===== config.mk =====
export PLATFORM = sky130hd
export DESIGN_NAME = config_stream_loader
export DESIGN_NICKNAME = d
export VERILOG_FILES = /design/src/rtl/cfg_loader_pkg.sv /design/src/rtl/beat_packer.sv /design/src/rtl/config_stream_loader.sv
export SDC_FILE = /design/constraint.sdc
export NUM_CORES = 1
export LEC_CHECK = 0
export ABC_AREA = 1
export BUFFER_PORTS_ARGS = -buffer_cell sky130_fd_sc_hd__buf_2
export CORE_MARGIN = 2
export CORE_UTILIZATION = 50
export DETAILED_ROUTE_END_ITERATION = 12
export GPL_ROUTABILITY_DRIVEN = 0
export HOLD_SLACK_MARGIN = 0.1
export PLACE_DENSITY = 0.71
export RECOVER_POWER = 25
export SLEW_MARGIN = 20
export SYNTH_ARGS = -nofsm -noshare
export SYNTH_HDL_FRONTEND = slang
export SYNTH_SLANG_ARGS = --single-unit
export TNS_END_PERCENT = 10

===== constraint.sdc =====
create_clock -name clk_in -period 2.95 [get_ports clk_in]
set_input_delay 0.59 -clock clk_in [delete_from_list [all_inputs] [get_ports clk_in]]
set_output_delay 0.59 -clock clk_in [all_outputs]
set_load 0.005 [all_outputs]

===== src/rtl/cfg_loader_pkg.sv =====
// Shared types and parameter helpers for the configuration stream loader.
// The derived word and beat counts are computed here so top and packer agree.
package cfg_loader_pkg;

   typedef enum logic [2:0] {
      IDLE,
      LOAD,
      WRITE,
      WIND,
      DONE
   } state_e;

   function automatic int calc_words(input int dimx, input int dimy, input int port_width);
      return (dimx * dimy * 4) / port_width;
   endfunction

   function automatic int calc_beats(input int port_width, input int in_width);
      return port_width / in_width;
   endfunction

   // A counter for one item still needs one bit.
   function automatic int cnt_width(input int n);
      return (n > 1) ? $clog2(n) : 1;
   endfunction

endpackage


===== src/rtl/beat_packer.sv =====
// Packs IN_WIDTH stream beats into one PORT_WIDTH word, first beat in the LSBs.
// word is the next-state value so the caller can capture it on the last beat.
module beat_packer
   import cfg_loader_pkg::*;
#(
   parameter int PORT_WIDTH = 32,
   parameter int IN_WIDTH   = 8
) (
   input  logic                  clk_in,
   input  logic                  rst,
   input  logic                  clear,
   input  logic                  beat_valid,
   input  logic [IN_WIDTH-1:0]   beat_data,
   output logic [PORT_WIDTH-1:0] word,
   output logic                  word_full
);

   localparam int BEATS = calc_beats(PORT_WIDTH, IN_WIDTH);
   localparam int BCW   = cnt_width(BEATS);

   logic [BCW-1:0]        beat_cnt_q, beat_cnt_d;
   logic [PORT_WIDTH-1:0] word_q, word_d;

   always_comb begin
      beat_cnt_d = beat_cnt_q;
      word_d     = word_q;
      word_full  = 1'b0;
      if (clear) begin
         beat_cnt_d = '0;
         word_d     = '0;
      end else if (beat_valid) begin
         word_d[int'(beat_cnt_q) * IN_WIDTH +: IN_WIDTH] = beat_data;
         if (beat_cnt_q == BCW'(BEATS - 1)) begin
            word_full  = 1'b1;
            beat_cnt_d = '0;
         end else begin
            beat_cnt_d = beat_cnt_q + BCW'(1);
         end
      end
   end

   always_ff @(posedge clk_in) begin
      if (rst) begin
         beat_cnt_q <= '0;
         word_q     <= '0;
      end else begin
         beat_cnt_q <= beat_cnt_d;
         word_q     <= word_d;
      end
   end

   assign word = word_d;

endmodule


===== src/rtl/config_stream_loader.sv =====
// Streams a full cell-array configuration into S2 word by word, then launches
// the array with one S3 wind-up write. All outputs come straight from flops.
module config_stream_loader
   import cfg_loader_pkg::*;
#(
   parameter int DIMX             = 64,
   parameter int DIMY             = 64,
   parameter int PORT_WIDTH       = 32,
   parameter int IN_WIDTH         = 8,
   parameter int S2_ADDRESS_WIDTH = 9,
   parameter int COUNTER_BIT      = 16
) (
   input  logic                        clk_in,
   input  logic                        rst,
   input  logic                        start,
   input  logic [COUNTER_BIT-1:0]      wind_count,
   input  logic                        abort,
   input  logic                        in_valid,
   input  logic [IN_WIDTH-1:0]         in_data,
   output logic                        in_ready,
   output logic                        s2_write,
   output logic [S2_ADDRESS_WIDTH-1:0] s2_address,
   output logic [PORT_WIDTH-1:0]       s2_writedata,
   output logic                        s3_write,
   output logic [COUNTER_BIT-1:0]      s3_writedata,
   output logic                        busy,
   output logic                        done
);

   localparam int WORDS = calc_words(DIMX, DIMY, PORT_WIDTH);

   if (PORT_WIDTH % IN_WIDTH != 0) begin : g_bad_beats
      $error("PORT_WIDTH must be a multiple of IN_WIDTH");
   end
   if ((DIMX * DIMY * 4) % PORT_WIDTH != 0) begin : g_bad_words
      $error("array bit count must be a multiple of PORT_WIDTH");
   end
   if (64'(WORDS) > (64'(1) << S2_ADDRESS_WIDTH)) begin : g_bad_addr
      $error("S2_ADDRESS_WIDTH too narrow for WORDS");
   end

   state_e                      state_q, state_d;
   logic [S2_ADDRESS_WIDTH-1:0] word_cnt_q, word_cnt_d;
   logic [COUNTER_BIT-1:0]      wind_q, wind_d;
   logic                        in_ready_q, in_ready_d;
   logic                        s2_write_q, s2_write_d;
   logic [S2_ADDRESS_WIDTH-1:0] s2_address_q, s2_address_d;
   logic [PORT_WIDTH-1:0]       s2_writedata_q, s2_writedata_d;
   logic                        s3_write_q, s3_write_d;
   logic [COUNTER_BIT-1:0]      s3_writedata_q, s3_writedata_d;
   logic                        busy_q, busy_d;
   logic                        done_q, done_d;

   logic                        pk_clear, pk_full;
   logic [PORT_WIDTH-1:0]       pk_word;

   beat_packer #(
      .PORT_WIDTH (PORT_WIDTH),
      .IN_WIDTH   (IN_WIDTH)
   ) u_packer (
      .clk_in     (clk_in),
      .rst        (rst),
      .clear      (pk_clear),
      .beat_valid (in_valid && in_ready_q),
      .beat_data  (in_data),
      .word       (pk_word),
      .word_full  (pk_full)
   );

   always_comb begin
      state_d    = state_q;
      word_cnt_d = word_cnt_q;
      wind_d     = wind_q;
      pk_clear   = 1'b0;
      unique case (state_q)
         IDLE: if (start && !abort) begin
            state_d    = LOAD;
            wind_d     = wind_count;
            word_cnt_d = '0;
            pk_clear   = 1'b1;
         end
         LOAD:  if (pk_full) state_d = WRITE;
         WRITE: if (word_cnt_q == S2_ADDRESS_WIDTH'(WORDS - 1)) begin
            state_d = WIND;
         end else begin
            state_d    = LOAD;
            word_cnt_d = word_cnt_q + S2_ADDRESS_WIDTH'(1);
         end
         WIND:    state_d = DONE;
         DONE:    state_d = IDLE;
         default: state_d = IDLE;
      endcase
      if (abort && state_q != IDLE) state_d = IDLE;

      // Outputs are registered from the next state, so an abort drops any pending strobe.
      in_ready_d     = (state_d == LOAD);
      busy_d         = (state_d == LOAD) || (state_d == WRITE) || (state_d == WIND);
      done_d         = (state_d == DONE);
      s2_write_d     = (state_d == WRITE);
      s2_address_d   = s2_write_d ? word_cnt_q : s2_address_q;
      s2_writedata_d = s2_write_d ? pk_word : s2_writedata_q;
      s3_write_d     = (state_d == WIND);
      s3_writedata_d = s3_write_d ? wind_q : s3_writedata_q;
   end

   always_ff @(posedge clk_in) begin
      if (rst) begin
         state_q        <= IDLE;
         word_cnt_q     <= '0;
         wind_q         <= '0;
         in_ready_q     <= 1'b0;
         s2_write_q     <= 1'b0;
         s2_address_q   <= '0;
         s2_writedata_q <= '0;
         s3_write_q     <= 1'b0;
         s3_writedata_q <= '0;
         busy_q         <= 1'b0;
         done_q         <= 1'b0;
      end else begin
         state_q        <= state_d;
         word_cnt_q     <= word_cnt_d;
         wind_q         <= wind_d;
         in_ready_q     <= in_ready_d;
         s2_write_q     <= s2_write_d;
         s2_address_q   <= s2_address_d;
         s2_writedata_q <= s2_writedata_d;
         s3_write_q     <= s3_write_d;
         s3_writedata_q <= s3_writedata_d;
         busy_q         <= busy_d;
         done_q         <= done_d;
      end
   end

   assign in_ready     = in_ready_q;
   assign s2_write     = s2_write_q;
   assign s2_address   = s2_address_q;
   assign s2_writedata = s2_writedata_q;
   assign s3_write     = s3_write_q;
   assign s3_writedata = s3_writedata_q;
   assign busy         = busy_q;
   assign done         = done_q;

endmodule


==> flow_summary.json, run 1 <==
{
  "overflow": 0,
  "p_clk_share_pct": 50.4,
  "seq_area_frac_synth_pct": 46.4,
  "h-tree-depth": 4,
  "clk_pin_slew_worst_paths_ps": 50,
  "dpl.hpwl_um": 8400,
  "gr-usage-met3_pct": 6.23,
  "yosys.cell_count.top_type": "nand2_1",
  "clk_latency_ps": 520,
  "cp.required_ps": 3400,
  "hold_viol": 0,
  "busiest_layer": "met2",
  "setup_violations": 0,
  "hold_class": "in2reg",
  "wl_per_cell_um": 11.9,
  "drc": 0,
  "rsz0062_at_grt": "false",
  "ant_nets": 0,
  "yosysTopAreaCell": "dfxtp_1",
  "placedCellCount": 1003,
  "critPathKind": "reg2reg",
  "boundaryPins": 91,
  "die_w_um": 107,
  "final.fill_count": 999,
  "totalWireLength_um": 12300,
  "cts_root_buffer": "clkbuf_8",
  "period_needed_ps": 2530,
  "clk_path_buf_depth": 2,
  "hold-path-endpoint": "done$_SDFF_PP0_",
  "synth_top_area_share_pct": 46.4,
  "antenna_cells": 0,
  "status": "finished, final reports clean",
  "ys_types": 25,
  "synth_edf_count": 0,
  "syn_inst": 803,
  "die_y_um": 107,
  "drt_iter0_drc": 385,
  "postCtsHoldBufs": 0,
  "antenna_found_initial": 0,
  "hold-path-cell-count": 2,
  "tritoncts": "built",
  "syn_avg_cell_area_um2": 6.66,
  "hp-start": "abort",
  "grtUsageMet1_pct": 26.7,
  "grt_max_degree": 65,
  "synthTopCellsByArea": "dfxtp_1 (46%), nand2_1 (17%), nor2_1 (9.4%)",
  "combPwrFrac_pct": 5.0,
  "grt_pass1_wl_um": 20800,
  "path_max_fanout": 14,
  "maxCapViolCount": 0,
  "post-cts-setup-buffers": 0,
  "fin_worst_skew_ps": 11.0,
  "drv_slew": 0,
  "fin_hold_ws_ps": 303,
  "total_power_w": 0.00384,
  "num_rows": 37,
  "reg2reg_from": "word_cnt_q[0]$_SDFFE_PP0P_",
  "netlist_area_mm2": 0.00535,
  "synthTopCellsByCount": "nand2_1 (239), nor2_1 (134), dfxtp_1 (124)",
  "viasPerCell": 4.83,
  "rr_worst_depth": 13,
  "port_buffers": 90,
  "area_delta_synth_final_pct": 20.2,
  "p_int_w": 0.00299,
  "ir_drop_mv": 0.363,
  "num_vias": 4988,
  "cp.arrival_ps": 2980,
  "use_met2_pct": 39.4,
  "fin_tns_setup_ps": 0,
  "nNetsFinal": 922,
  "core_area_mm2": 0.0104,
  "synthArstFlopShare_pct": 0,
  "reg2reg_slack_ps": 420,
  "switching_share_pct": 21.9,
  "ys.flop_type": "dfxtp_1",
  "fin_cells": 1033,
  "fmax_ghz": 0.395,
  "endpoint_kind": "flip-flop",
  "ctsResizeCount": 0,
  "postPlaceCellArea_mm2": 0.00589,
  "drive_above_1_share_pct": 14.6,
  "dieArea_mm2": 0.0115,
  "switchingPower_w": 0.000842,
  "synth_seq_cells": 124,
  "total_leakage_power_nw": 3.15,
  "yosysWarnings": 0,
  "p_seq_share_pct": 44.6,
  "fin_crit_sh_pct": 85.7,
  "dr.pass1.iters": 5,
  "rr_endpoint": "s2_address[8]$_SDFFE_PP0P_",
  "slew_headroom_pct": 10.4,
  "cellPowerDensity_mw_per_mm2": 596,
  "fin_area_mm2": 0.00643,
  "grt_usage_pct": 22.7,
  "cts_sinks": 124,
  "tightestPinTransition_ps": 1340,
  "startpoint_type": "flip-flop",
  "grt_pass1_vias": 4710,
  "initial_core_util_pct": 51.6,
  "synth_fp_nets": 839,
  "cts_made_buffers": 17
}
how the worst max path moves through the flow:
stage | start | endpoint | slack [ps] | cells past startpoint
3_5_place_dp | word_cnt_q[0]$_SDFFE_PP0P_ | s2_address[8]$_SDFFE_PP0P_ | 500 | 13
5_1_grt | word_cnt_q[0]$_SDFFE_PP0P_ | s2_writedata[9]$_SDFFE_PP0P_ | 200 | 13
3_3_place_gp | word_cnt_q[0]$_SDFFE_PP0P_ | s2_address[0]$_SDFFE_PP0P_ | 620 | 13
4_1_cts | word_cnt_q[0]$_SDFFE_PP0P_ | s2_address[8]$_SDFFE_PP0P_ | 430 | 13
2_1_floorplan | u_packer.beat_cnt_q[0]$_SDFFE_PP0N_ | s2_writedata[16]$_SDFFE_PP0P_ | 820 | 12
6_report | word_cnt_q[0]$_SDFFE_PP0P_ | s2_address[8]$_SDFFE_PP0P_ | 420 | 13
final cells by class:
| cell class | count | area [um^2] | area share (%) |
|---|---|---|---|
| inverter | 113 | 424 | 6.59 |
| sequential | 124 | 2480 | 38.6 |
| multi-input combinational | 530 | 2280 | 35.5 |
| clock buffer | 24 | 500 | 7.78 |
| timing repair buffer | 100 | 512 | 7.96 |
| clock inverter | 6 | 60.1 | 0.934 |
| tap | 136 | 170 | 2.65 |
layer usage:
| layer | part of all wire (%) | wire [um] |
|---|---|---|
| met1 | 46 | 5600 |
| met2 | 48 | 5880 |
| met3 | 4.6 | 558 |
| met4 | 1.8 | 220 |
| met5 | 0 | 0 |
layout by cell type, fill, tap and decap left out:
| cell | instances |
|---|---|
| nand2_1 | 238 |
| nor2_1 | 134 |
| dfxtp_1 | 124 |
| inv_1 | 110 |
| buf_2 | 81 |
| nand3_1 | 79 |
| a21oi_1 | 28 |
| o21ai_0 | 23 |
| clkbuf_16 | 16 |
| clkbuf_1 | 10 |
| buf_4 | 9 |
| ha_1 | 7 |
| clkbuf_8 | 7 |
| nor3_1 | 5 |
| nand2_2 | 3 |
| nor2_4 | 3 |
| clkinv_2 | 3 |
| inv_2 | 2 |
| nor2_2 | 2 |
| xor2_1 | 2 |
| nor4_1 | 2 |
| clkinvlp_4 | 2 |
| nand3_2 | 1 |
| clkinv_1 | 1 |
| nand4_1 | 1 |
| nand3b_1 | 1 |
| o21ai_1 | 1 |
| bufinv_16 | 1 |
| clkbuf_2 | 1 |
critical path, stage by stage (launching register included):
cell and delay, ps:
dfxtp_1 380, ha_1 210, nand2_1 90, inv_1 90, nand3_1 90, nor3_1 180
ha_1 240, nand3_1 100, nand2_1 130, nand3_2 270, buf_4 300, nor2_4 180
nand2_1 110, nand2_1 80
power by group through the flow:
stage	Sequential [W]	Combinational (W)	Clock (W)
after floorplan	0.00174	0.000131	0
after global placement	0.00175	0.000187	0
after detailed placement	0.00175	0.000190	0
after CTS	0.00171	0.000192	0.00196
after global routing	0.00171	0.000217	0.00205
final	0.00171	0.000191	0.00193
registers in the layout, summed over array words and instances, names as in the netlist:
signal               count
u_packer.word_q         32
word_cnt_q               9
s2_write                 1
done                     1
in_ready                 1
s2_writedata            32
state_q                  3
s2_address               9
s3_write                 1
wind_q                  16
u_packer.beat_cnt_q      2
s3_writedata            16
busy                     1
cell families after synthesis:
logic type      count (synthesis)  share of synthesized area, %
flops                         124                          46.4
xor+xnor                        2                         0.327
fa+ha+maj                       7                          1.64
buf+inv                       149                          11.0
simple gates                  469                          35.8
compound gates                 52                          4.86
through the flow:
step / util [%] / worst slack, ps
2_1_floorplan: - / 824
6_report: 62.0 / 420
5_1_grt: 62.0 / 203
3_3_place_gp: 56.8 / 624
4_1_cts: 62.2 / 434
3_5_place_dp: 56.8 / 497
Power figures use the tool's default switching activity.
==> inputs of run 2 (changes only) <==
ABC_AREA = unset   (was 1)
CORE_ASPECT_RATIO = 0.9   (was unset)
PLACE_DENSITY = 0.72   (was 0.71)
==> run 2 against run 1 <==
Sequential power about the same. Combinational power down 28%. Hold slack better by 14 ps. Sequential cell count unchanged. Via count down 22%. Core utilization up 0.72 points. Largest power group unchanged.
==> flow_summary.json, run 2 <==
{
  "tritoncts": "built",
  "die_w_um": 107,
  "total_leakage_power_nw": 2.21,
  "antenna_found_initial": 0,
  "h-tree-depth": 4,
  "hold-path-cell-count": 3,
  "final_common_cell": "dfxtp_1",
  "num_rows": 33,
  "rr_worst_depth": 9,
  "seqCellArea_mm2": 0.00248,
  "wl_per_cell_um": 14.7,
  "setup_violations": 0,
  "synthArstFlopShare_pct": 0,
  "ant_nets": 0,
  "reg2reg_slack_ps": 520,
  "cp.arrival_ps": 2880,
  "drt_iter0_drc": 171,
  "yosysWarnings": 0,
  "combPwrFrac_pct": 3.6,
  "placedCellCount": 688,
  "p_int_w": 0.00298,
  "hp-start": "wind_count[10]",
  "synth_seq_cells": 124,
  "core_area_mm2": 0.00921,
  "seq_area_frac_synth_pct": 52.0,
  "dpl.hpwl_um": 7080,
  "fin_worst_skew_ps": 6.26,
  "startpoint_type": "flip-flop",
  "num_vias": 3879,
  "syn_inst": 507,
  "antenna_cells": 0,
  "cts_root_buffer": "clkbuf_8",
  "fin_tns_setup_ps": 0,
  "switchingPower_w": 0.000833,
  "grt_pass1_wl_um": 17100,
  "ctsResizeCount": 0,
  "path_max_fanout": 18,
  "fin_crit_sh_pct": 82.5,
  "post-cts-setup-buffers": 0,
  "fin_hold_ws_ps": 317,
  "overflow": 0,
  "setup_slack_ps": 516,
  "syn_avg_cell_area_um2": 9.41,
  "rsz0062_at_grt": "false",
  "hold_viol": 0,
  "synthTopCellsByArea": "dfxtp_1 (52%), nand2_1 (7.0%), o31ai_2 (6.3%)",
  "dieArea_mm2": 0.0103,
  "cts_sinks": 124,
  "critPathKind": "reg2reg",
  "reg2reg_from": "word_cnt_q[0]$_SDFFE_PP0P_",
  "multi_input_area_mm2": 0.00206,
  "layout_common_cells": "dfxtp_1 (124), nand2_1 (89), buf_2 (73)",
  "hold-path-endpoint": "wind_q[10]$_SDFFE_PP0N_",
  "area_delta_synth_final_pct": 21.1,
  "dr.pass1.iters": 4,
  "ir_drop_mv": 0.550,
  "drv_slew": 0,
  "grt_usage_pct": 20.8,
  "boundaryPins": 91,
  "fmax_ghz": 0.411,
  "die_y_um": 96.7,
  "initial_core_util_pct": 51.8,
  "rr_endpoint": "s2_write$_SDFF_PP0_",
  "dpl_worst_slack_ps": 550,
  "status": "finished, final reports clean",
  "clk_latency_ps": 500,
  "cts_made_buffers": 17,
  "hold_class": "in2reg",
  "grt_max_degree": 75,
  "endpoint_kind": "flip-flop",
  "tightestPinTransition_ps": 869,
  "grt_pass1_vias": 3498,
  "maxCapViolCount": 0,
  "ys_types": 51,
  "cellPowerDensity_mw_per_mm2": 660,
  "totalWireLength_um": 10600,
  "p_clk_share_pct": 51.8,
  "synth_edf_count": 0,
  "yosysTopAreaCell": "dfxtp_1",
  "netlist_area_mm2": 0.00477,
  "port_buffers": 90,
  "p_seq_share_pct": 44.6,
  "nNetsFinal": 621,
  "drc": 0,
  "yosys.cell_count.top_type": "dfxtp_1",
  "drive_above_1_share_pct": 24.7,
  "cp.required_ps": 3400,
  "slew_headroom_pct": 42.1,
  "clk_path_buf_depth": 2,
  "synth_top_area_share_pct": 52.0,
  "final.fill_count": 770,
  "ys.flop_type": "dfxtp_1",
  "synthTopCellsByCount": "dfxtp_1 (124), nand2_1 (89), a21oi_1 (46)",
  "viasPerCell": 5.39,
  "period_needed_ps": 2430,
  "switching_share_pct": 21.9,
  "postCtsHoldBufs": 0,
  "fin_cells": 720,
  "clk_pin_slew_worst_paths_ps": 60,
  "synth_fp_nets": 543
}
-- run 2: cell count changes after synthesis, sizes merged, moves of 16 or more --
cell and change:
a21oi +19, a22oi +17, a32oi +16, inv -109, nand2 -152, nand3 -50, nor2 -93, o21ai -21
o31ai +26
-- run 2: per-stage QoR --
stage	area (um^2)	utilization, %	power, W
6_report	5780	62.8	0.00381
3_5_place_dp	5230	56.8	0.00187
5_1_grt	5780	62.8	0.00394
3_3_place_gp	5230	56.8	0.00187
2_1_floorplan	4770	-	0.00182
4_1_cts	5800	63.0	0.00384
-- run 2: routing by layer --
layer	share of wire, %	track usage, %	vias to the layer above
li1	-	-	1951
met4	1.1	7.99	0
met5	0	0	-
met3	5.2	5.19	12
met1	46	26.9	1808
met2	48	33.4	108
-- run 2: worst max-delay path by stage --
| stage | slack, ps | end | depth (start not counted) | start |
|---|---|---|---|---|
| floorplan | 790 | s3_writedata[6]$_SDFFE_PP0P_ | 11 | word_cnt_q[0]$_SDFFE_PP0P_ |
| global placement | 640 | s2_write$_SDFF_PP0_ | 9 | word_cnt_q[0]$_SDFFE_PP0P_ |
| detailed placement | 550 | s2_write$_SDFF_PP0_ | 9 | word_cnt_q[0]$_SDFFE_PP0P_ |
| CTS | 520 | s2_write$_SDFF_PP0_ | 9 | word_cnt_q[0]$_SDFFE_PP0P_ |
| global route | 260 | s2_writedata[4]$_SDFFE_PP0P_ | 7 | u_packer.beat_cnt_q[0]$_SDFFE_PP0N_ |
| finish | 520 | s2_write$_SDFF_PP0_ | 9 | word_cnt_q[0]$_SDFFE_PP0P_ |
-- run 2: worst max-delay path: stages, from the launching register on --
cell and delay (ps):
dfxtp_1 390, ha_1 210, nand2_1 60, nor2_1 170, and3_1 180, ha_1 200, nand3b_1 130, or3_1 610
a21oi_2 250, and3b_1 170
-- run 2: layout make-up --
cell class	count	area share [%]
repair buffers	98	8.68
flip-flops and latches	124	43.0
clock inverters	10	2.01
inverters	4	0.260
clock buffers	22	7.84
well taps	122	2.64
multi-input cells	340	35.6
-- run 2: power by group through the flow --
stage	Sequential [W]	Combinational, W	Clock, W
3_5_place_dp	0.00173	0.000136	0
3_3_place_gp	0.00173	0.000135	0
6_report	0.00170	0.000137	0.00198
5_1_grt	0.00170	0.000150	0.00209
2_1_floorplan	0.00173	0.0000874	0
4_1_cts	0.00170	0.000137	0.00201
-- run 2: logic make-up (layout without fill, tap and decap cells) --
| logic type | after synthesis | in the layout | synth area share (%) |
|---|---|---|---|
| simple gates | 206 | 206 | 20.1 |
| flops | 124 | 124 | 52.0 |
| compound gates | 121 | 121 | 19.9 |
| buf+inv | 43 | 134 | 4.98 |
| fa+ha+maj | 7 | 7 | 1.84 |
| xor+xnor | 3 | 3 | 0.551 |
| mux | 3 | 3 | 0.629 |
==> inputs of run 3 (changes only) <==
clock period = 2.5 ns   (was 2.95 ns; I/O delays follow)
==> run 3 against run 2 <==
Non-clock buffer count is 6 higher. Global-route usage is 1.4 points higher. Final cell count is 0.83% higher. Clock-buffer cell count is 5 lower. Total power is 20% higher. Worst setup slack worse by 340 ps. Die area stayed put. Critical path depth is 1 higher.
==> flow_summary.json, run 3 (synthesized netlist as in run 2, its figures left out) <==
{
  "fin_hold_ws_ps": 227,
  "fin_crit_sh_pct": 92.8,
  "dpl_worst_slack_ps": 176,
  "rsz0062_at_grt": "false",
  "fin_tns_setup_ps": 0,
  "fin_cells": 726,
  "antenna_found_initial": 0,
  "die_y_um": 96.7,
  "setup_slack_ps": 180,
  "drv_slew": 0,
  "dr.pass1.iters": 5,
  "overflow": 0,
  "clk_latency_ps": 510,
  "startpoint_type": "flip-flop",
  "cts_sinks": 124,
  "grt_max_degree": 47,
  "rr_worst_depth": 10,
  "post-cts-setup-buffers": 0,
  "h-tree-depth": 4,
  "boundaryPins": 91,
  "num_vias": 3949,
  "port_buffers": 90,
  "tritoncts": "built",
  "cellPowerDensity_mw_per_mm2": 781,
  "total_leakage_power_nw": 2.26,
  "status": "finished, final reports clean",
  "critPathKind": "reg2reg",
  "num_rows": 33,
  "clk_path_buf_depth": 2,
  "totalWireLength_um": 11200,
  "slew_headroom_pct": 52.8,
  "postCtsHoldBufs": 0,
  "ir_drop_mv": 0.585,
  "drt_iter0_drc": 201,
  "drc": 0,
  "period_needed_ps": 2320,
  "endpoint_kind": "flip-flop",
  "antenna_cells": 0,
  "grt_pass1_wl_um": 18200,
  "tightestPinTransition_ps": 708,
  "path_max_fanout": 17,
  "dieArea_mm2": 0.0103,
  "total_power_w": 0.00459,
  "final_common_cell": "dfxtp_1",
  "final.fill_count": 766,
  "ant_nets": 0,
  "hold_class": "in2reg",
  "cp.arrival_ps": 2690,
  "grt_pass1_vias": 3747,
  "setup_violations": 0,
  "maxCapViolCount": 0,
  "viasPerCell": 5.44,
  "die_w_um": 107,
  "ctsResizeCount": 0,
  "layout_common_cells": "dfxtp_1 (124), nand2_1 (89), buf_2 (74)",
  "cts_made_buffers": 17,
  "nNetsFinal": 627,
  "fmax_ghz": 0.431,
  "placedCellCount": 694,
  "hold_viol": 0,
  "cts_root_buffer": "clkbuf_8",
  "core_area_mm2": 0.00921,
  "grt_usage_pct": 22.2,
  "fin_worst_skew_ps": 11.6,
  "dpl.hpwl_um": 7530,
  "initial_core_util_pct": 51.8,
  "cp.required_ps": 2870,
  "hold-path-cell-count": 3,
  "clk_pin_slew_worst_paths_ps": 60,
  "area_delta_synth_final_pct": 23.3,
  "drive_above_1_share_pct": 26.2,
  "wl_per_cell_um": 15.4
}
## run 3: cell type report
cell class,count,area (um^2),area share (%)
sequential,124,2480,42.2
multi-input combinational,340,2060,35.0
timing repair buffer,104,586,9.96
clock buffer,17,414,7.04
clock inverter,15,175,2.98
tap,122,153,2.60
inverter,4,15.0,0.255
## run 3: worst max-delay path, cell delays in order, from the launching register on
cell and delay [ps]:
dfxtp_1 400, ha_1 220, nand2_1 60, nor2_1 210, and3_1 190, ha_1 200
nand3b_1 140, or3_1 380, buf_4 210, nand2_1 90, a21oi_1 70
## run 3: stage by stage
| stage | utilization (%) | instance area [um^2] |
|---|---|---|
| global route | 63.9 | 5880 |
| global placement | 57.7 | 5310 |
| floorplan | - | 4770 |
| finish | 63.9 | 5880 |
| detailed placement | 57.7 | 5310 |
| CTS | 64.1 | 5900 |
## run 3: where the power goes
group          switching (W)  internal (W)
clock network       0.000960       0.00145
logic               0.000115     0.0000608
registers         0.00000984       0.00199
total                0.00108       0.00351
## run 3: worst paths after layout
check	slack (ps)	to	startpoint
max	180	s3_writedata[6]$_SDFFE_PP0P_	word_cnt_q[1]$_SDFFE_PP0P_
max reg2reg	180	s3_writedata[6]$_SDFFE_PP0P_	word_cnt_q[1]$_SDFFE_PP0P_
min reg2reg	450	s3_writedata[11]$_SDFFE_PP0P_	s3_writedata[11]$_SDFFE_PP0P_
min	230	wind_q[6]$_SDFFE_PP0N_	wind_count[6]
## run 3: per-layer routing
layer	part of all wire, %	vias to the layer above	global-route usage (%)
met5	0	-	0
met4	0.74	0	7.59
met3	5.5	8	5.86
met2	51	106	37.8
met1	43	1869	27.1
li1	-	1966	-
